**config.mk**
```make
export PLATFORM = sky130hd
export DESIGN_NAME = ldpc_sched_ctrl
export DESIGN_NICKNAME = d
export VERILOG_FILES = /design/src/rtl/ldpc_pkg.sv /design/src/rtl/ldpc_phase_gen.sv /design/src/rtl/ldpc_sched_ctrl.sv
export SDC_FILE = /design/constraint.sdc
export NUM_CORES = 1
export LEC_CHECK = 0
export ABC_CLOCK_PERIOD_IN_PS = 3300
export CAP_MARGIN = 10
export CORE_ASPECT_RATIO = 0.8
export CORE_UTILIZATION = 40
export DETAILED_ROUTE_END_ITERATION = 12
export SETUP_SLACK_MARGIN = 0.4
export SLEW_MARGIN = 0
export SYNTH_ARGS = -nofsm -noshare
export SYNTH_HDL_FRONTEND = slang
export SYNTH_SLANG_ARGS = --single-unit
```
**constraint.sdc**
```tcl
create_clock -name clk -period 3.3 [get_ports clk]
set_input_delay 0.33 -clock clk [delete_from_list [all_inputs] [get_ports clk]]
set_output_delay 0.33 -clock clk [all_outputs]
set_load 0.03 [all_outputs]
```
**src/rtl/ldpc_pkg.sv**
```systemverilog
// Shared constants for the LDPC iteration scheduler: FSM encodings,
// cycle-phase codes and per-rate output frame lengths.
package ldpc_pkg;

  typedef enum logic [2:0] {
    S_IDLE   = 3'd0,
    S_LOAD   = 3'd1,
    S_CNU    = 3'd2,
    S_VNU    = 3'd3,
    S_OUTPUT = 3'd4
  } state_idx_e;

  localparam logic [4:0] ST_IDLE   = 5'b00001;
  localparam logic [4:0] ST_LOAD   = 5'b00010;
  localparam logic [4:0] ST_CNU    = 5'b00100;
  localparam logic [4:0] ST_VNU    = 5'b01000;
  localparam logic [4:0] ST_OUTPUT = 5'b10000;

  localparam logic [1:0] PH_NONE = 2'd0;
  localparam logic [1:0] PH_1    = 2'd1;
  localparam logic [1:0] PH_2    = 2'd2;
  localparam logic [1:0] PH_3    = 2'd3;

  // Output beats per frame, indexed by the latched code-rate select.
  localparam logic [3:0][12:0] OUT_LEN = {13'd7680, 13'd6912, 13'd5760, 13'd4608};

  function automatic logic [12:0] out_last(input logic [1:0] r);
    return OUT_LEN[r] - 13'd1;
  endfunction

endpackage

```
**src/rtl/ldpc_phase_gen.sv**
```systemverilog
// 1-2-3 memory cycle phase generator with a registered strobe on phase 2.
module ldpc_phase_gen
  import ldpc_pkg::*;
(
  input  logic       clk,
  input  logic       reset_n,
  input  logic       ena,
  input  logic       last,
  output logic [1:0] phase,
  output logic       strobe
);

  logic [1:0] phase_n_s;

  // Next phase: cycle 1,2,3 while enabled, park at 0 on the last access.
  always_comb begin
    phase_n_s = PH_NONE;
    if (ena && !last) begin
      case (phase)
        PH_1:    phase_n_s = PH_2;
        PH_2:    phase_n_s = PH_3;
        default: phase_n_s = PH_1;
      endcase
    end else begin
      phase_n_s = PH_NONE;
    end
  end

  // Phase and strobe registers.
  always_ff @(posedge clk or negedge reset_n) begin
    if (!reset_n) begin
      phase  <= PH_NONE;
      strobe <= 1'b0;
    end else begin
      phase  <= phase_n_s;
      strobe <= (phase == PH_2);
    end
  end

endmodule

```
**src/rtl/ldpc_sched_ctrl.sv**
```systemverilog
// LDPC decoder iteration scheduler: frame load, CNU/VNU phases, early exit,
// output drain with backpressure, and overrun reporting.
module ldpc_sched_ctrl
  import ldpc_pkg::*;
#(
  parameter int ITER_W   = 5,
  parameter int CNT_W    = 13,
  parameter int RATE_W   = 2,
  parameter int CNU_LEN  = 768,
  parameter int PIPE_LAT = 7,
  parameter int DRAIN    = 11
) (
  input  logic              clk,
  input  logic              reset_n,
  input  logic              sync_in,
  input  logic [RATE_W-1:0] rate,
  input  logic [ITER_W-1:0] max_iter,
  input  logic              early_term_en,
  input  logic              parity_err,
  input  logic              out_ready,
  output logic [4:0]        fsm_state,
  output logic [3:0]        cycle,
  output logic              rd_lq,
  output logic              rd_lr,
  output logic              wr_lq,
  output logic              wr_lr,
  output logic              iter_0,
  output logic [ITER_W-1:0] num_iter,
  output logic              busy,
  output logic              finish,
  output logic              out_valid,
  output logic              converged,
  output logic              overrun
);

  localparam logic [CNT_W-1:0] CNU_LAST = CNT_W'(CNU_LEN - 1);
  localparam logic [CNT_W-1:0] VNU_LAST = CNT_W'(CNU_LEN - 1 + DRAIN);
  localparam logic [CNT_W-1:0] WR_LAST  = CNT_W'(CNU_LEN - 2 + DRAIN);

  logic [4:0]          state_r, state_n_s;
  logic [CNT_W-1:0]    cnt_r, cnt_n_s;
  logic [RATE_W-1:0]   rate_r;
  logic [ITER_W-1:0]   max_r, max_eff_s, num_iter_r;
  logic                err_r, sync_d1_r, sync_d2_r, sync_end_r;
  logic [PIPE_LAT-1:0] step_r;
  logic                wr_ena_r, busy_r, finish_r, converged_r, overrun_r, rd_lr_r, iter_0_r;
  logic                cnu_last_s, vnu_last_s, wr_clr_s, wr_set_s, beat_last_s, exit_s;
  logic                err_seen_s, enter_load_s, enter_cnu_s, enter_out_s, sync_rise_s;
  logic [1:0]          rd_cycle_s, wr_cycle_s;

  assign cnu_last_s   = state_r[S_CNU] && (cnt_r == CNU_LAST);
  assign vnu_last_s   = state_r[S_VNU] && (cnt_r == VNU_LAST);
  assign wr_clr_s     = state_r[S_VNU] && (cnt_r == WR_LAST);
  assign wr_set_s     = step_r[PIPE_LAT-1] & state_r[S_CNU];
  assign beat_last_s  = state_r[S_OUTPUT] && out_ready && (cnt_r == CNT_W'(out_last(rate_r)));
  assign err_seen_s   = err_r | parity_err;
  assign max_eff_s    = (max_r == '0) ? ITER_W'(1) : max_r;
  assign exit_s       = (num_iter_r == max_eff_s) || (early_term_en && !err_seen_s);
  assign sync_rise_s  = sync_in & ~sync_d1_r;
  assign enter_load_s = state_n_s[S_LOAD] & ~state_r[S_LOAD];
  assign enter_cnu_s  = state_n_s[S_CNU] & ~state_r[S_CNU];
  assign enter_out_s  = state_n_s[S_OUTPUT] & ~state_r[S_OUTPUT];

  // Frame sequencing FSM.
  always_comb begin
    state_n_s = state_r;
    case (state_r)
      ST_IDLE:   if (sync_in) state_n_s = ST_LOAD; else state_n_s = ST_IDLE;
      ST_LOAD:   if (sync_end_r) state_n_s = ST_CNU; else state_n_s = ST_LOAD;
      ST_CNU:    if (cnu_last_s) state_n_s = ST_VNU; else state_n_s = ST_CNU;
      ST_VNU: begin
        if (vnu_last_s) state_n_s = exit_s ? ST_OUTPUT : ST_CNU;
        else            state_n_s = ST_VNU;
      end
      ST_OUTPUT: if (beat_last_s) state_n_s = ST_IDLE; else state_n_s = ST_OUTPUT;
      default:   state_n_s = ST_IDLE;
    endcase
  end

  // Phase counter runs through CNU+VNU and advances per accepted beat in OUTPUT.
  always_comb begin
    cnt_n_s = '0;
    if (state_r[S_CNU] || state_r[S_VNU]) begin
      if (vnu_last_s) cnt_n_s = '0;
      else            cnt_n_s = cnt_r + CNT_W'(1);
    end else if (state_r[S_OUTPUT]) begin
      if (beat_last_s)    cnt_n_s = '0;
      else if (out_ready) cnt_n_s = cnt_r + CNT_W'(1);
      else                cnt_n_s = cnt_r;
    end else begin
      cnt_n_s = '0;
    end
  end

  // Control and status registers.
  always_ff @(posedge clk or negedge reset_n) begin
    if (!reset_n) begin
      state_r     <= ST_IDLE;
      cnt_r       <= '0;
      rate_r      <= '0;
      max_r       <= '0;
      num_iter_r  <= '0;
      err_r       <= 1'b0;
      sync_d1_r   <= 1'b0;
      sync_d2_r   <= 1'b0;
      sync_end_r  <= 1'b0;
      step_r      <= '0;
      wr_ena_r    <= 1'b0;
      busy_r      <= 1'b0;
      finish_r    <= 1'b0;
      converged_r <= 1'b0;
      overrun_r   <= 1'b0;
      rd_lr_r     <= 1'b0;
      iter_0_r    <= 1'b0;
    end else begin
      state_r    <= state_n_s;
      cnt_r      <= cnt_n_s;
      sync_d1_r  <= sync_in;
      sync_d2_r  <= sync_d1_r;
      sync_end_r <= sync_d2_r & ~sync_d1_r;
      step_r     <= {step_r[PIPE_LAT-2:0], rd_lq};
      finish_r   <= beat_last_s;
      rd_lr_r    <= state_r[S_CNU] & (num_iter_r != ITER_W'(1));
      iter_0_r   <= (num_iter_r == ITER_W'(1));
      if (enter_load_s) begin
        rate_r <= rate;
        max_r  <= max_iter;
      end
      if (enter_load_s)     num_iter_r <= '0;
      else if (enter_cnu_s) num_iter_r <= num_iter_r + ITER_W'(1);
      // A parity error coinciding with CNU entry must survive the clear.
      if (enter_load_s)     err_r <= 1'b0;
      else if (parity_err)  err_r <= 1'b1;
      else if (enter_cnu_s) err_r <= 1'b0;
      if (wr_clr_s)      wr_ena_r <= 1'b0;
      else if (wr_set_s) wr_ena_r <= 1'b1;
      if (state_r[S_LOAD] && sync_end_r) busy_r <= 1'b1;
      else if (beat_last_s)              busy_r <= 1'b0;
      if (enter_out_s) converged_r <= ~err_seen_s;
      if (enter_load_s)                           overrun_r <= 1'b0;
      else if (sync_rise_s && !state_r[S_IDLE])   overrun_r <= 1'b1;
    end
  end

  ldpc_phase_gen u_rd_phase (
    .clk     (clk),
    .reset_n (reset_n),
    .ena     (state_r[S_CNU]),
    .last    (cnu_last_s),
    .phase   (rd_cycle_s),
    .strobe  (rd_lq)
  );

  // The set term feeds the write generator directly so the first write
  // strobe lands PIPE_LAT+3 cycles after the first read strobe.
  ldpc_phase_gen u_wr_phase (
    .clk     (clk),
    .reset_n (reset_n),
    .ena     (wr_ena_r | wr_set_s),
    .last    (wr_clr_s),
    .phase   (wr_cycle_s),
    .strobe  (wr_lq)
  );

  assign fsm_state = state_r;
  assign cycle     = {rd_cycle_s, wr_cycle_s};
  assign wr_lr     = wr_ena_r;
  assign rd_lr     = rd_lr_r;
  assign iter_0    = iter_0_r;
  assign num_iter  = num_iter_r;
  assign busy      = busy_r;
  assign finish    = finish_r;
  assign out_valid = state_r[S_OUTPUT];
  assign converged = converged_r;
  assign overrun   = overrun_r;

endmodule

```
* Word-level counts from Yosys, hierarchy flattened
Index checks and enable logic that the tools add are counted.
Operators by class: bitwise operators 14, multiplexer cells 30, equality and inequality tests 17, shift-type cells 0, reductions and logical operators 22, add/sub/neg operators 3, order comparisons 1, divide/modulo/power cells 0, $mul 0
Operator list (count):
- 13-bit two-way mux | 6
- 13-bit by 10-bit == test with 1-bit output, second input constant | 3
- 5-bit two-way mux | 6
- 13-bit binary-select mux with 2-bit select | 1
- 5-bit case mux with 5 select lines | 1
- 13-bit by 1-bit adder with 13-bit output, second input constant | 1
- 13-bit == test | 1
- 13-bit by 1-bit subtractor with 13-bit output, second input constant | 1
- 5-bit by 1-bit == test with 1-bit output, second input constant | 2
- 1-bit logical AND | 10
- 1-bit two-way mux | 9
- 2-bit case mux with 2 select lines | 2
- 2-bit nonzero test | 4
- 1-bit AND | 7
- 2-bit two-way mux | 3
- 5-bit by 1-bit adder with 5-bit output, second input constant | 1
- 5-bit by 2-bit == test with 1-bit output, second input constant | 1
- 5-bit by 3-bit == test with 1-bit output, second input constant | 1
- 5-bit by 4-bit == test with 1-bit output, second input constant | 1
- 5-bit == test | 1
- 5-bit == test, second input constant | 1
- 5-bit zero test | 1
- 5-bit by 1-bit != test with 1-bit output, second input constant | 1
- 1-bit NOT | 5
- other kinds (10) | 17
Storage, ports and cells: memories kept 0, bits in writable memories 0, bits in read-only memories 0, bits of input ports 13, bits in registers 54, bits in latches 0

* Depth between registers and ports, before layout
word-level depth 11, depth in mapped cells 7

* Cells and area by module
From an unflattened synthesis, not the netlist that was laid out.
Second synthesis, totals: cell total of the unflattened synthesis 268, area total of the unflattened synthesis 2661.3 µm²
Modules (own cells, without submodules):
- ldpc_sched_ctrl | cells an instance 250, seq. area each 1202.4 µm², times used 1, area each 2396.0 µm²
- ldpc_phase_gen | cells an instance 9, seq. area each 75.1 µm², times used 2, area each 132.6 µm²

* Least setup slack after synthesis
No wires, ideal clock.
path kind register to register, from reg cnt_r[4], to reg num_iter_r[2] (netlist: num_iter[2]), buffers on the path 1, data arrival time 2.353 ns, required time 3.231 ns, period minus slack after synthesis 2.422 ns, cell stages (with the launch flop) 7, library setup time 0.069 ns, setup slack 0.878 ns, cell sequence dfrtp_1 buf_6 or4b_1 or4_4 or2_4 or4_1 nand3_1
On the way: longest elaborated chain between the ends 6, elaborated cells on any way between the ends 11
Ends and longest elaborated chain:
- from (decl) | line ldpc_sched_ctrl.sv:41 | logic [CNT_W-1:0] cnt_r, cnt_n_s;
- from (signal assigned) | line ldpc_sched_ctrl.sv:117 | cnt_r <= cnt_n_s;
- 13-bit by 10-bit == test with 1-bit output (on tied branches) | line ldpc_sched_ctrl.sv:52, ldpc_sched_ctrl.sv:51
- 1-bit logical AND (on tied branches) | line ldpc_sched_ctrl.sv:52, ldpc_sched_ctrl.sv:51
- 5-bit two-way mux or 4-bit two-way mux (tied branches) | line ldpc_sched_ctrl.sv:72, ldpc_sched_ctrl.sv:70
- 5-bit case mux with 5 select lines (*) | line ldpc_sched_ctrl.sv:67 | case (state_r)
- 1-bit AND (on tied branches) | line ldpc_sched_ctrl.sv:60, ldpc_sched_ctrl.sv:61
- 5-bit two-way mux or 2-bit nonzero test (tied branches)
- to (signal assigned) | line ldpc_sched_ctrl.sv:130 | else if (enter_cnu_s) num_iter_r <= num_iter_r + ITER_W'(1);
- to (decl) | line ldpc_sched_ctrl.sv:43 | logic [ITER_W-1:0] max_r, max_eff_s, num_iter_r;
Mark *: on every way between the ends. The rest lies on a longest branch, timed or not. A chain may end at the register's enable or synchronous reset.

* Final worst setup path
Same ends and word-level chain as after synthesis.

==> results.cfg <==
[cts]
path_clk_slew_ns = 0.10
post_cts_buffers = 0
clock-sinks = 54
clock_latency_ns = 0.30
numCtsBuffers = 5
clockRootBuffer = clkbuf_8
cts_tree = built
ctsHoldBuffers = 0
cts_resized = 0
cts_buffer_depth = 2
htreeDepth = 2

[timing]
fmax_ghz = 0.402
max_slew.worst_pin.slew_ns = 0.731
finalClockSkew_ns = 0.0133
rsz0062_at_grt = false
setup_ws_ns = 0.813
slew_headroom_pct = 51.3
holdWs_ns = 0.0734
fin_crit_sh_pct = 75.4
final-setup-viol-count = 0
final_max_slew_viol_count = 0
tns_ns = 0
final_hold_viol_count = 0
period_needed_ns = 2.49

[cells_and_area]
fin_area_um2 = 3190
fin_util_pct = 49.8
insertedDiodeCount = 0
nets = 337
final_cell_mix = 53 x dfrtp_1, 39 x nand2_1, 35 x clkdlybuf4s50_1, 25 x nor2_1, 18 x o21ai_0
multi_input_area_um2 = 1210
fill_cells = 617
syn_to_final_growth_pct = 19.8
ff_latch_area_um2 = 1350
layout.cells.most_common = dfrtp_1
layout-drive-gt1-share_pct = 5.71
layout.cells.non_filler = 399

[routing]
drt_iter0_drc = 107
post-route-drc-count = 0
wirelength_um = 5770
avgViaCountPerCell = 5.28
vias = 2106
wire_per_inst_um = 14.5
ant_nets = 0
dr.pass1.iters = 4

[worst_setup_path]
path_max_fanout = 9
crit_path_top_delay_cell = or4b_1
max_stage_delay_ns = 0.56
crit_chain = or4b_1 -> or4_4 -> or2_4 -> or4_1 -> nand3_1
worstSetupPathType = flop to flop
arrival_ns = 2.73
crit_required_ns = 3.54
critPathLaunchType = flop
critPathBufInv = 0
endpoint_kind = flop
cp_top_family = simple AND/OR/NAND/NOR gates

[die]
dieArea_um2 = 6990
rows = 26
start_util_pct = 41.6
design.core.area_um2 = 6410
fp.dieW_um = 93.3
die_y_um = 75.0
io_pins = 37

[global_route]
grtUsageMet3_pct = 3.54
antenna_found_initial = 0
grt.overflow.total = 0
grt_pass1_vias = 1984
grt_util_all_layers_pct = 18.8
met1_usage_pct = 28.6
grt_max_degree = 34
grt_pass1_wl_um = 9960
use_met2_pct = 27.3
gr-max-usage-layer = met1

[synthesis]
synth_edf_count = 0
syn_inst = 277
ys.flop_type = dfrtp_1
seq_area_frac_synth_pct = 50.8
syn_nets = 300
yosysUniqueCellTypes = 49
ys_seq_elements = 54
ys_async_sr_fraction_pct = 100
avgSynthCellArea_um2 = 9.62
synth_warnings = 0
syn_area_um2 = 2670

[hold_path]
hp-class = input pin to asynchronous set/reset pin

[placed_design]
dp_hpwl_um = 4300
gp_congestion = 0.866
numPlacedInstances = 391
post_dp_cell_area_um2 = 3100
place_ws_ns = 0.822
numPortBuffers = 36

[power]
p_leak_nw = 1.35
irDropWorstVdd_uv = 340
power_mw = 1.74
power_per_cell_area_nw_per_um2 = 544

[flow_run]
cap_violations = 0

[status]
status = complete, no violations
-- power breakdown --
group | switching, mW | internal (mW) | total (mW)
Clock | 0.207 | 0.172 | 0.379
Combinational | 0.284 | 0.216 | 0.500
Sequential | 0.108 | 0.751 | 0.858
Total | 0.598 | 1.14 | 1.74
-- state kept, by name (all words and copies together) (netlist names), 2 cells and up --
register	count
num_iter	5
fsm_state	5
rate_r	2
max_r	5
u_wr_phase.phase	2
step_r	7
u_rd_phase.phase	2
cnt_r	13
-- cells in the mapped netlist, drive strengths merged, types with 6 or more instances --
master | number | share of area [%]
ha | 10 | 4.7
nand2b | 7 | 1.6
clkbuf | 6 | 0.85
nand2 | 39 | 5.5
nor2 | 25 | 3.5
inv | 13 | 1.8
o21ai | 19 | 3.6
nand3 | 16 | 3.0
dfrtp | 53 | 50
xnor2 | 9 | 3.0
-- worst paths after layout --
check	from	end	slack (ns)	cells past startpoint
worst min-delay path	reset_n	iter_0$_DFF_PN0_	0.07	1
worst max-delay path	cnt_r[4]$_DFFE_PN0P_	num_iter[2]$_DFFE_PN0P_	0.81	5
worst min register to register	step_r[3]$_DFF_PN0_	step_r[4]$_DFF_PN0_	0.34	0
min in group clk	step_r[3]$_DFF_PN0_	step_r[4]$_DFF_PN0_	0.34	0
max in group asynchronous	reset_n	cnt_r[7]$_DFFE_PN0P_	2.56	2
worst max register to register	cnt_r[4]$_DFFE_PN0P_	num_iter[2]$_DFFE_PN0P_	0.81	5
-- layer usage --
layer | share of wire [%] | wire length [um] | vias to the layer above
li1 | - | - | 1032
met1 | 53 | 3050 | 1011
met2 | 41 | 2360 | 57
met3 | 5.1 | 294 | 6
met4 | 1.1 | 61 | 0
met5 | 0 | 0 | -
-- final cells by class --
type | count | share of cell area [%]
Tap cell | 84 | 3.29
Multi-Input combinational cell | 200 | 37.9
Clock buffer | 8 | 2.82
Sequential cell | 54 | 42.4
Inverter | 13 | 1.53
Timing Repair Buffer | 40 | 12.1
-- kinds of logic after synthesis --
group                      share of synthesized area, %
DFF                                                50.8
AOI/OAI and AO/OA                                  10.1
muxes                                             0.423
buffers and inverters                              3.85
and+or+nand+nor                                    25.6
adders and majority gates                          4.69
xor gates and xnor gates                           4.60
Note: power is estimated with default switching activity, not from simulation.
